===== src/rtl/pipeline_pkg.sv =====
// Shared types and constants for the pipeline hazard/sequencing controller.
package pipeline_pkg;

  typedef enum logic [0:0] {
    ST_RUN      = 1'b0,
    ST_REDIRECT = 1'b1
  } ctrl_state_e;

  localparam logic [4:0] REG_ZERO = 5'd0;

endpackage


===== src/rtl/pipeline_ctrl_hazard_detect.sv =====
// Pure combinational load-use compare between the EX load destination and the ID sources.
module hazard_detect
  import pipeline_pkg::*;
(
  input  logic       i_id_valid,
  input  logic [4:0] i_id_rs1,
  input  logic [4:0] i_id_rs2,
  input  logic       i_id_use_rs1,
  input  logic       i_id_use_rs2,
  input  logic       i_ex_valid,
  input  logic       i_ex_is_load,
  input  logic [4:0] i_ex_rd,
  output logic       o_load_use
);

  logic [4:0] w_src [2];
  logic [1:0] w_use;
  logic [1:0] w_hit;
  logic       w_load_live;

  assign w_src[0] = i_id_rs1;
  assign w_src[1] = i_id_rs2;
  assign w_use    = {i_id_use_rs2, i_id_use_rs1};

  // x0 is hardwired to zero, so a load targeting it never creates a real dependency.
  assign w_load_live = i_ex_valid & i_ex_is_load & (i_ex_rd != REG_ZERO);

  generate
    for (genvar gi = 0; gi < 2; gi++) begin : g_src
      assign w_hit[gi] = w_use[gi] & (w_src[gi] == i_ex_rd);
    end
  endgenerate

  assign o_load_use = w_load_live & i_id_valid & (|w_hit);

endmodule


===== src/rtl/pipeline_ctrl.sv =====
// Hazard and sequencing controller: stalls, bubbles, PC redirect FSM and perf counters.
module pipeline_ctrl
  import pipeline_pkg::*;
#(
  parameter int CNT_WIDTH = 32
) (
  input  logic                 clk,
  input  logic                 reset,
  input  logic                 id_valid,
  input  logic [4:0]           id_rs1,
  input  logic [4:0]           id_rs2,
  input  logic                 id_use_rs1,
  input  logic                 id_use_rs2,
  input  logic                 ex_valid,
  input  logic                 ex_is_load,
  input  logic [4:0]           ex_rd,
  input  logic                 branch_taken,
  input  logic                 if_busy,
  input  logic                 mem_busy,
  output logic                 stall_if,
  output logic                 stall_id,
  output logic                 stall_ex,
  output logic                 stall_mem,
  output logic                 flush_id,
  output logic                 flush_ex,
  output logic                 flush_wb,
  output logic                 pc_redirect,
  output logic [CNT_WIDTH-1:0] stall_cnt,
  output logic [CNT_WIDTH-1:0] flush_cnt
);

  ctrl_state_e          r_state;
  ctrl_state_e          w_state_next;
  logic                 w_load_use;
  logic                 w_accept;
  logic [CNT_WIDTH-1:0] r_stall_cnt;
  logic [CNT_WIDTH-1:0] r_flush_cnt;

  hazard_detect u_hazard_detect (
    .i_id_valid   (id_valid),
    .i_id_rs1     (id_rs1),
    .i_id_rs2     (id_rs2),
    .i_id_use_rs1 (id_use_rs1),
    .i_id_use_rs2 (id_use_rs2),
    .i_ex_valid   (ex_valid),
    .i_ex_is_load (ex_is_load),
    .i_ex_rd      (ex_rd),
    .o_load_use   (w_load_use)
  );

  always_ff @(posedge clk or posedge reset) begin
    if (reset) begin
      r_state <= ST_RUN;
    end else begin
      r_state <= w_state_next;
    end
  end

  always_comb begin
    w_state_next = r_state;
    stall_if     = 1'b0;
    stall_id     = 1'b0;
    stall_ex     = 1'b0;
    stall_mem    = 1'b0;
    flush_id     = 1'b0;
    flush_ex     = 1'b0;
    flush_wb     = 1'b0;
    pc_redirect  = 1'b0;

    if (mem_busy) begin
      // Whole front end frozen; a branch in EX is simply re-evaluated later.
      stall_if  = 1'b1;
      stall_id  = 1'b1;
      stall_ex  = 1'b1;
      stall_mem = 1'b1;
      flush_wb  = 1'b1;
    end else if (r_state == ST_REDIRECT) begin
      pc_redirect = 1'b1;
      flush_id    = 1'b1;
      if (!if_busy) begin
        w_state_next = ST_RUN;
      end
    end else if (branch_taken) begin
      pc_redirect = 1'b1;
      flush_id    = 1'b1;
      flush_ex    = 1'b1;
      if (if_busy) begin
        w_state_next = ST_REDIRECT;
      end
    end else if (w_load_use) begin
      // Keeps the dependent instruction in ID even if a fetch is outstanding.
      stall_if = 1'b1;
      stall_id = 1'b1;
      flush_ex = 1'b1;
    end else if (if_busy) begin
      stall_if = 1'b1;
      flush_id = 1'b1;
    end
  end

  assign w_accept = pc_redirect & ~if_busy;

  always_ff @(posedge clk or posedge reset) begin
    if (reset) begin
      r_stall_cnt <= '0;
      r_flush_cnt <= '0;
    end else begin
      if (stall_if) begin
        r_stall_cnt <= r_stall_cnt + 1'b1;
      end
      if (w_accept) begin
        r_flush_cnt <= r_flush_cnt + 1'b1;
      end
    end
  end

  assign stall_cnt = r_stall_cnt;
  assign flush_cnt = r_flush_cnt;

endmodule

===== config.mk =====
export PLATFORM = sky130hd
export DESIGN_NAME = pipeline_ctrl
export DESIGN_NICKNAME = d
export VERILOG_FILES = /design/src/rtl/pipeline_pkg.sv /design/src/rtl/pipeline_ctrl_hazard_detect.sv /design/src/rtl/pipeline_ctrl.sv
export SDC_FILE = /design/constraint.sdc
export NUM_CORES = 1
export LEC_CHECK = 0
export ABC_AREA = 0
export CAP_MARGIN = 25
export CORE_MARGIN = 4
export CORE_UTILIZATION = 46
export CTS_BUF_LIST = sky130_fd_sc_hd__clkbuf_8
export CTS_CLUSTER_SIZE = 8
export DETAILED_ROUTE_END_ITERATION = 7
export PLACE_DENSITY = 0.76
export SYNTH_ARGS = -nofsm -noshare
export SYNTH_HDL_FRONTEND = slang
export SYNTH_HIERARCHICAL = 1
export SYNTH_SLANG_ARGS = --single-unit

===== constraint.sdc =====
create_clock -name clk -period 4.6 [get_ports clk]
set_input_delay 0.92 -clock clk [delete_from_list [all_inputs] [get_ports clk]]
set_output_delay 0.92 -clock clk [all_outputs]
set_load 0.05 [all_outputs]

==> impl_metrics.yaml, run 1 <==
critical_path:
  r2r_cells: 5
  cp_max_fo: 3
  critical_path_class: "input port to output pin"
  crit_arrival_ps: 3340
  end_kind: "output pin"
  cp-start-kind: "input port"
  cp.required_ps: 3680
worst_hold_path:
  min_path_cells: 1
  hp-class: "flip-flop to flip-flop"
yosys:
  avgSynthCellArea_um2: 10.8
  ys_seq_elements: 65
  synth_top_area_frac: 0.523
  ys_warn_count: 6
  ys_types: 33
  netlist_area_mm2: 0.00311
  yosysSeqAreaShare: 0.523
  synth_cells: 288
  ys_top_cells_by_area: "dfrtp_1 (52%), xnor2_1 (13%), xor2_1 (7.6%)"
  syn-num-nets: 315
  synth_top_area_cell: "dfrtp_1"
global_route:
  grt_first_pass_wirelength_um: 12700
  grt_pass1_vias: 2611
  antenna_found_initial: 0
  grt_usage: 0.188
  grt_max_degree: 47
  grt_remaining_overflow: 0
placement:
  post-dp-hpwl_um: 5520
  place.port_buffers: 96
  gp_congestion: 0.836
finish:
  antennaDiodeCount: 0
  regArea_mm2: 0.00163
  fillers: 512
  fin_nets: 418
  multi_input_area_mm2: 0.00143
  final_common_cell: "clkdlybuf4s50_1"
  drive_above_1_share: 0.0709
  final_core_util: 0.674
  final_cell_mix: "clkdlybuf4s50_1 (95), dfrtp_1 (65), xnor2_1 (45), nand2_1 (28), xor2_1 (27)"
  syn2layout_area_growth_pct: 40.0
routing:
  drc: 0
  drt_iter0_drc: 93
  via_per_inst: 5.30
  first_pass_iters: 4
  drt_wl_total_um: 7280
  ant_nets: 0
  vias: 2500
  wire_per_inst_um: 15.4
power_and_ir_drop:
  total_power_w: 0.00164
  ir_drop_uv: 316
  clkPwrFrac: 0.290
  p_comb_frac: 0.286
  share_seq_of_total_power: 0.424
  p_sw_frac: 0.347
  power.switching_w: 0.000570
  power.density_mw_per_mm2: 377
  internal_power_w: 0.00107
  leakage_nw: 1.90
sta:
  fmaxAchievable_mhz: 235
  period_needed_ps: 4260
  finalSetupViolations: 0
  tns_ps: 0
  rsz0062_at_grt: "no"
  slew-limit-headroom: 0.545
  clock_skew_ps: 8.26
  slew_viol_final: 0
  worstMarginPinSlew_ps: 679
  fin_crit_sh: 0.926
  hold_viol_final: 0
clock_tree:
  cts_tree: "yes"
  post_cts_resize_count: 0
  clk-insertion-delay-late_ps: 320
  clock-sinks: 65
  cts.path.max_buffers: 2
  cts_hold_buf: 0
  cts_setup_buffers: 0
  clk_pin_slew_worst_paths_ps: 70
  root_buffer: "clkbuf_8"
  htree_levels: 3
  cts-buffers-inserted: 9
die:
  rows: 29
  die_y_um: 90.2
  dieArea_mm2: 0.00814
  die_w_um: 90.2
  pin_count: 97
  start_util: 0.482
  core_mm2: 0.00646
run_status:
  status: "finished, final reports clean"
flow_run:
  maxCapViolCount: 0
-- state kept, by name (all words and copies together) (netlist names) --
name and count:
flush_cnt 32, stall_cnt 32, r_state 1
-- through the flow --
| step | hold WS [ps] | instances | area [um2] | worst slack, ps |
|---|---|---|---|---|
| final | 467 | 472 | 4350 | 341 |
| after global placement | 460 | 456 | 4140 | 448 |
| after floorplan | 500 | 288 | 3110 | 955 |
| after global routing | 510 | 472 | 4350 | 127 |
| after CTS | 473 | 471 | 4330 | 331 |
| after detailed placement | 463 | 456 | 4140 | 332 |
-- critical path, cell delays in order --
cell and delay (ps):
clkdlybuf4s50_1 470, xor2_1 200, nor4_1 300, nand3_1 120
a21oi_1 280, nor2_1 70, nor3_1 140, clkdlybuf4s50_1 850
-- cell families (layout without fill, tap and decap cells) --
kind of cell    count (synthesis)  after routing  share of synthesized area
compound gates                  5              5                     0.0109
xor+xnor                       72             72                      0.203
fa+ha+maj                       2              2                    0.00804
buf+inv                        11            118                     0.0169
flops                          65             65                      0.523
mux                             1              1                    0.00362
simple gates                  132            132                      0.235
-- cells in the mapped netlist (all sizes together) --
library cell  instances
and4                  4
nor2                 24
clkbuf                3
clkinv                1
a21o                  1
and2                  1
or3                   1
or4                   3
and4b                 1
or2                   1
ha                    2
xor2                 27
nand4b                1
nor4                  4
dfrtp                65
nand2                28
and3                 11
buf                   3
o21a                  1
nor3b                 1
nor3                  9
o2111ai               1
nand3                24
nand4                19
inv                   4
xnor2                45
a21oi                 2
mux2                  1
-- worst paths after layout --
path | startpoint | endpoint | slack [ps]
setup / recovery | ex_rd[3] | flush_ex | 340
hold / removal | flush_cnt[31] | flush_cnt[31] | 470
setup reg to reg | r_state | stall_cnt[16] | 2490
hold reg to reg | flush_cnt[31] | flush_cnt[31] | 470
max in group asynchronous | reset | stall_cnt[11] | 3110
min in group asynchronous | reset | flush_cnt[1] | 890
-- power by group through the flow --
| stage | sequential (W) | combinational [W] | clock, W |
|---|---|---|---|
| after floorplan | 0.000872 | 0.000127 | 0 |
| after global placement | 0.000702 | 0.000469 | 0 |
| after detailed placement | 0.000705 | 0.000472 | 0 |
| after CTS | 0.000696 | 0.000474 | 0.000485 |
| after global routing | 0.000707 | 0.000502 | 0.000513 |
| final | 0.000696 | 0.000470 | 0.000475 |
-- per-layer routing --
metal / GRT usage / share of wire / routed length [um]
met3: 0.0509 / 0.051 / 369
met1: 0.251 / 0.46 / 3330
met5: 0 / 0 / 0
met4: 0.0612 / 0.011 / 82
met2: 0.299 / 0.48 / 3500
-- cell type report --
class,count,area share
Inverter,5,0.00431
Clock buffer,11,0.0348
Clock inverter,4,0.0101
Multi-Input combinational cell,212,0.329
Tap cell,77,0.0221
Sequential cell,65,0.374
Timing Repair Buffer,98,0.226
Power figures use the tool's default switching activity.
==> run 2: changes to the inputs <==
--- a/config.mk
+++ b/config.mk
@@ -15,5 +15,4 @@
 export PLACE_DENSITY = 0.76
 export SYNTH_ARGS = -nofsm -noshare
 export SYNTH_HDL_FRONTEND = slang
-export SYNTH_HIERARCHICAL = 1
 export SYNTH_SLANG_ARGS = --single-unit
==> run 2 against run 1 <==
Critical path type unchanged. Highest routed layer unchanged. Worst setup slack improved by 29 ps. Critical path depth unchanged. Clock skew rose by 1.8 ps. Sequential power hardly changed. Core utilization shrank 1.7 points. Flip-flop and latch count unchanged. Global-route usage shrank 0.48 points. Critical endpoint is now stall_if. Non-clock buffer count unchanged. Total power is 7.4% higher.
==> impl_metrics.yaml, run 2 <==
run_status:
  status: "finished, final reports clean"
power_and_ir_drop:
  share_seq_of_total_power: 0.396
  power.switching_w: 0.000621
  leakage_nw: 1.97
  total_power_w: 0.00176
  ir_drop_uv: 304
  power.density_mw_per_mm2: 397
  internal_power_w: 0.00114
  clkPwrFrac: 0.311
  p_comb_frac: 0.294
  p_sw_frac: 0.352
global_route:
  grt_first_pass_wirelength_um: 12300
  grt_max_degree: 34
  grt_usage: 0.184
  grt_pass1_vias: 2566
  antenna_found_initial: 0
  grt_remaining_overflow: 0
routing:
  vias: 2514
  drc: 0
  via_per_inst: 5.14
  drt_wl_total_um: 7070
  ant_nets: 0
  first_pass_iters: 4
  wire_per_inst_um: 14.5
  drt_iter0_drc: 97
critical_path:
  cp_cell_sequence: "clkdlybuf4s50_1, xnor2_1, nand4_1, o22ai_1, a21o_1, a21oi_1, inv_1, clkdlybuf4s50_1"
  end_kind: "output pin"
  critical_path_class: "input port to output pin"
  crit_arrival_ps: 3310
  crit_buf_inv: 3
  cp_top_family: "buffers and inverters"
  cp_max_fo: 5
  cp_slowest_cell: "clkdlybuf4s50_1"
  slowest_delay_ps: 810
  rrSetupSlack_ps: 2100
  cpMostUsedCell: "clkdlybuf4s50_1"
  cp-start-kind: "input port"
  cp.required_ps: 3680
clock_tree:
  clk_pin_slew_worst_paths_ps: 70
  cts.path.max_buffers: 2
  root_buffer: "clkbuf_8"
  post_cts_resize_count: 0
  clock-sinks: 65
  clk-insertion-delay-late_ps: 330
  cts_tree: "yes"
  cts_hold_buf: 0
  htree_levels: 3
  cts-buffers-inserted: 9
  cts_setup_buffers: 0
placement:
  post-dp-hpwl_um: 5250
  place.port_buffers: 96
  dp_cells: 473
  dp_slack_ps: 382
  gp_congestion: 0.850
sta:
  fmaxAchievable_mhz: 236
  slew-limit-headroom: 0.308
  worstMarginPinSlew_ps: 1040
  clock_skew_ps: 10.1
  worst_slack_ps: 371
  hold_viol_final: 0
  period_needed_ps: 4230
  fin_crit_sh: 0.919
  rsz0062_at_grt: "no"
  fin_hold_ws_ps: 476
  finalSetupViolations: 0
  tns_ps: 0
  slew_viol_final: 0
yosys:
  async_flop_share: 1.00
  ys_top_cells_by_area: "dfrtp_1 (51%), xnor2_1 (12%), xor2_1 (8.0%)"
  ys.flop_type: "dfrtp_1"
  ys_seq_elements: 65
  synth_top_area_cell: "dfrtp_1"
  avgSynthCellArea_um2: 10.4
  synth_top_area_frac: 0.511
  netlist_area_mm2: 0.00318
  yosysSeqAreaShare: 0.511
  ys_types: 36
  synth_cells: 305
  yosys-top-cells-count: "dfrtp_1 (65), xnor2_1 (43), nand2_1 (31)"
  synth.most_common_cell: "dfrtp_1"
  syn-num-nets: 332
  ys_warn_count: 0
  synth_edf_count: 0
finish:
  multi_input_area_mm2: 0.00146
  final_cells: 489
  final_cell_mix: "clkdlybuf4s50_1 (96), dfrtp_1 (65), xnor2_1 (43), nand2_1 (31), xor2_1 (29)"
  antennaDiodeCount: 0
  fin_nets: 431
  syn2layout_area_growth_pct: 39.6
  fillers: 537
  regArea_mm2: 0.00163
  final_common_cell: "clkdlybuf4s50_1"
  drive_above_1_share: 0.0831
die:
  start_util: 0.471
  die_y_um: 91.2
  dieArea_mm2: 0.00831
  core_mm2: 0.00676
  pin_count: 97
  rows: 30
  die_w_um: 91.2
worst_hold_path:
  hp-class: "flip-flop to flip-flop"
flow_run:
  maxCapViolCount: 0
[run 2: cell count changes in the layout (fill, tap and decap cells not counted), moves of 2 or more]
cell	before	now
nor3_1	7	17
nand2_1	28	31
a21oi_1	2	5
o21ai_0	0	2
xnor2_1	45	43
nor2_1	24	22
nand4_1	18	8
xor2_1	27	29
nor4_2	0	3
nand3_1	23	17
inv_1	4	12
[run 2: stage by stage]
stage	utilization	instance area, um2
2_1_floorplan	-	3180
3_3_place_gp	0.624	4210
3_5_place_dp	0.624	4210
4_1_cts	0.658	4440
5_1_grt	0.658	4440
6_report	0.658	4440
[run 2: path summary, 6_finish.rpt]
kind / start / to / cells after the start
max in group asynchronous: reset / flush_cnt[3] / 3
worst min register to register: stall_cnt[31] / stall_cnt[31] / 1
min in group asynchronous: reset / stall_cnt[8] / 2
worst max register to register: stall_cnt[2] / stall_cnt[28] / 6
worst max-delay path: ex_rd[2] / stall_if / 8
worst min-delay path: stall_cnt[31] / stall_cnt[31] / 1
[run 2: power by group through the flow]
stage,combinational (W),clock (W),sequential [W]
finish,0.000517,0.000548,0.000697
global route,0.000550,0.000587,0.000712
CTS,0.000521,0.000566,0.000698
detailed placement,0.000520,0,0.000708
global placement,0.000515,0,0.000706
floorplan,0.000160,0,0.000879
[run 2: cell type report]
| class | count | area share |
|---|---|---|
| clock buffer | 11 | 0.0341 |
| clock inverter | 5 | 0.0175 |
| inverter | 15 | 0.0127 |
| multi-input combinational | 215 | 0.328 |
| sequential | 65 | 0.366 |
| tap | 80 | 0.0225 |
| timing repair buffer | 98 | 0.220 |
[run 2: cells by family after synthesis]
| kind of cell | synth area share |
|---|---|
| fa+ha+maj | 0.00786 |
| simple gates | 0.217 |
| buf+inv | 0.0358 |
| mux | 0.00708 |
| flops | 0.511 |
| compound gates | 0.0232 |
| xor+xnor | 0.198 |
[run 2: layer usage]
layer	global-route usage	up-vias	wire, um	part of all wire
met1	0.236	1208	3060	0.43
met4	0.0515	0	94	0.013
met5	0	-	0	0
li1	-	1224	-	-
met3	0.0630	12	407	0.058
met2	0.294	70	3510	0.50
==> run 3: changes to the inputs <==
--- a/config.mk
+++ b/config.mk
@@ -8,11 +8,12 @@
 export ABC_AREA = 0
 export CAP_MARGIN = 25
 export CORE_MARGIN = 4
-export CORE_UTILIZATION = 46
+export CORE_UTILIZATION = 45
 export CTS_BUF_LIST = sky130_fd_sc_hd__clkbuf_8
 export CTS_CLUSTER_SIZE = 8
 export DETAILED_ROUTE_END_ITERATION = 7
-export PLACE_DENSITY = 0.76
+export PLACE_DENSITY = 0.74
+export SLEW_MARGIN = 30
 export SYNTH_ARGS = -nofsm -noshare
 export SYNTH_HDL_FRONTEND = slang
 export SYNTH_SLANG_ARGS = --single-unit
==> run 3 against run 2 <==
Cell count increased by 3.5%. Combinational power increased by 1%. Worst setup slack lost 21 ps. First-iteration DRC count fell by 37%. Highest routed layer unchanged.
==> impl_metrics.yaml, run 3 (same netlist as run 2, synthesis figures left out) <==
critical_path:
  cp-start-kind: "input port"
  slowest_delay_ps: 810
  cp.required_ps: 3680
  r2r_cells: 6
  critical_path_class: "input port to output pin"
  cp_max_fo: 5
  rrSetupSlack_ps: 2100
  cp_cell_sequence: "clkdlybuf4s50_1, xnor2_1, nand4_1, o22ai_1, a21o_1, a21oi_1, inv_1, clkdlybuf4s50_1"
  reg2reg_from: "stall_cnt[2]"
  end_kind: "output pin"
  timing.rr.end: "stall_cnt[28]"
  crit_arrival_ps: 3330
  cpMostUsedCell: "clkdlybuf4s50_1"
  cp_slowest_cell: "clkdlybuf4s50_1"
die:
  start_util: 0.466
  rows: 30
  core_mm2: 0.00683
  dieArea_mm2: 0.00848
  die_y_um: 92.1
  die_w_um: 92.1
  pin_count: 97
run_status:
  status: "finished, final reports clean"
placement:
  place.port_buffers: 96
  post-dp-hpwl_um: 5420
  gp_congestion: 0.794
  dp_cells: 490
worst_hold_path:
  hp-class: "flip-flop to flip-flop"
  hp-start: "flush_cnt[31]"
  min_to: "flush_cnt[31]"
  min_path_cells: 1
sta:
  slew_viol_final: 0
  period_needed_ps: 4250
  rsz0062_at_grt: "no"
  fin_crit_sh: 0.924
  worstMarginPinSlew_ps: 766
  tns_ps: 0
  clock_skew_ps: 6.81
  hold_viol_final: 0
  fmaxAchievable_mhz: 235
  slew-limit-headroom: 0.485
  finalSetupViolations: 0
routing:
  ant_nets: 0
  drt_wl_total_um: 7260
  drt_iter0_drc: 61
  via_per_inst: 5.03
  vias: 2547
  first_pass_iters: 4
  drc: 0
  wire_per_inst_um: 14.3
finish:
  syn2layout_area_growth_pct: 40.5
  fillers: 581
  antennaDiodeCount: 0
  fin_nets: 432
  drive_above_1_share: 0.0829
  final_common_cell: "clkdlybuf4s50_1"
  final_cells: 506
  final_cell_mix: "clkdlybuf4s50_1 (96), dfrtp_1 (65), xnor2_1 (43), nand2_1 (31), xor2_1 (29)"
clock_tree:
  post_cts_resize_count: 0
  cts_setup_buffers: 0
  cts-buffers-inserted: 9
  clock-sinks: 65
  root_buffer: "clkbuf_8"
  cts_hold_buf: 0
  htree_levels: 3
  clk-insertion-delay-late_ps: 340
  cts.path.max_buffers: 2
  cts_tree: "yes"
  clk_pin_slew_worst_paths_ps: 80
global_route:
  grt_max_degree: 34
  grt_usage: 0.181
  grt_pass1_vias: 2606
  grt_remaining_overflow: 0
  antenna_found_initial: 0
  grt_first_pass_wirelength_um: 12400
power_and_ir_drop:
  share_seq_of_total_power: 0.395
  p_comb_frac: 0.295
  p_sw_frac: 0.362
  power.switching_w: 0.000642
  leakage_nw: 1.97
  power.density_mw_per_mm2: 397
  clkPwrFrac: 0.310
  internal_power_w: 0.00113
  ir_drop_uv: 313
flow_run:
  maxCapViolCount: 0
## run 3: final cells by class
class                   instances  area (um2)  area share
flip-flops and latches         65        1630       0.364
multi-input cells             215        1460       0.326
repair buffers                 99         983       0.220
clock buffers                  10         138      0.0308
well taps                      96         120      0.0269
clock inverters                 6        90.1      0.0202
inverters                      15        56.3      0.0126
## run 3: power by group through the flow
| stage | Sequential (W) | Combinational, W | Clock [W] |
|---|---|---|---|
| finish | 0.000702 | 0.000524 | 0.000550 |
| global route | 0.000712 | 0.000555 | 0.000583 |
| floorplan | 0.000879 | 0.000160 | 0 |
| CTS | 0.000701 | 0.000531 | 0.000562 |
| detailed placement | 0.000712 | 0.000529 | 0 |
| global placement | 0.000707 | 0.000517 | 0 |
## run 3: layer usage
| layer | up-vias | routed length (um) | global-route usage | share of wire |
|---|---|---|---|---|
| met4 | 0 | 91 | 0.0730 | 0.013 |
| li1 | 1231 | - | - | - |
| met1 | 1243 | 3330 | 0.233 | 0.46 |
| met5 | - | 0 | 0 | 0 |
| met3 | 10 | 292 | 0.0394 | 0.040 |
| met2 | 63 | 3540 | 0.295 | 0.49 |
## run 3: critical path: cells and delay by family
family          cells  cell delay (ps)
simple gates        1              100
buf+inv             3             1440
compound gates      3              720
xor+xnor            1              140
## run 3: through the flow
step	hold slack (ps)	worst slack [ps]	instance area, um2	utilization	total power [W]
after floorplan	500	1040	3180	-	0.00104
after global placement	464	475	4230	0.620	0.00122
after detailed placement	466	343	4240	0.621	0.00124
after CTS	480	347	4470	0.654	0.00179
after global routing	493	230	4470	0.654	0.00185
final	475	350	4470	0.654	0.00178
## run 3: how the worst max path moves through the flow
| stage | start | to | slack, ps |
|---|---|---|---|
| 6_report | ex_rd[1] | stall_if | 350 |
| 5_1_grt | ex_rd[2] | stall_if | 230 |
| 4_1_cts | ex_rd[1] | stall_if | 350 |
| 3_5_place_dp | ex_rd[1] | stall_if | 340 |
| 3_3_place_gp | ex_rd[3] | stall_if | 470 |
| 2_1_floorplan | ex_rd[1] | stall_id | 1040 |
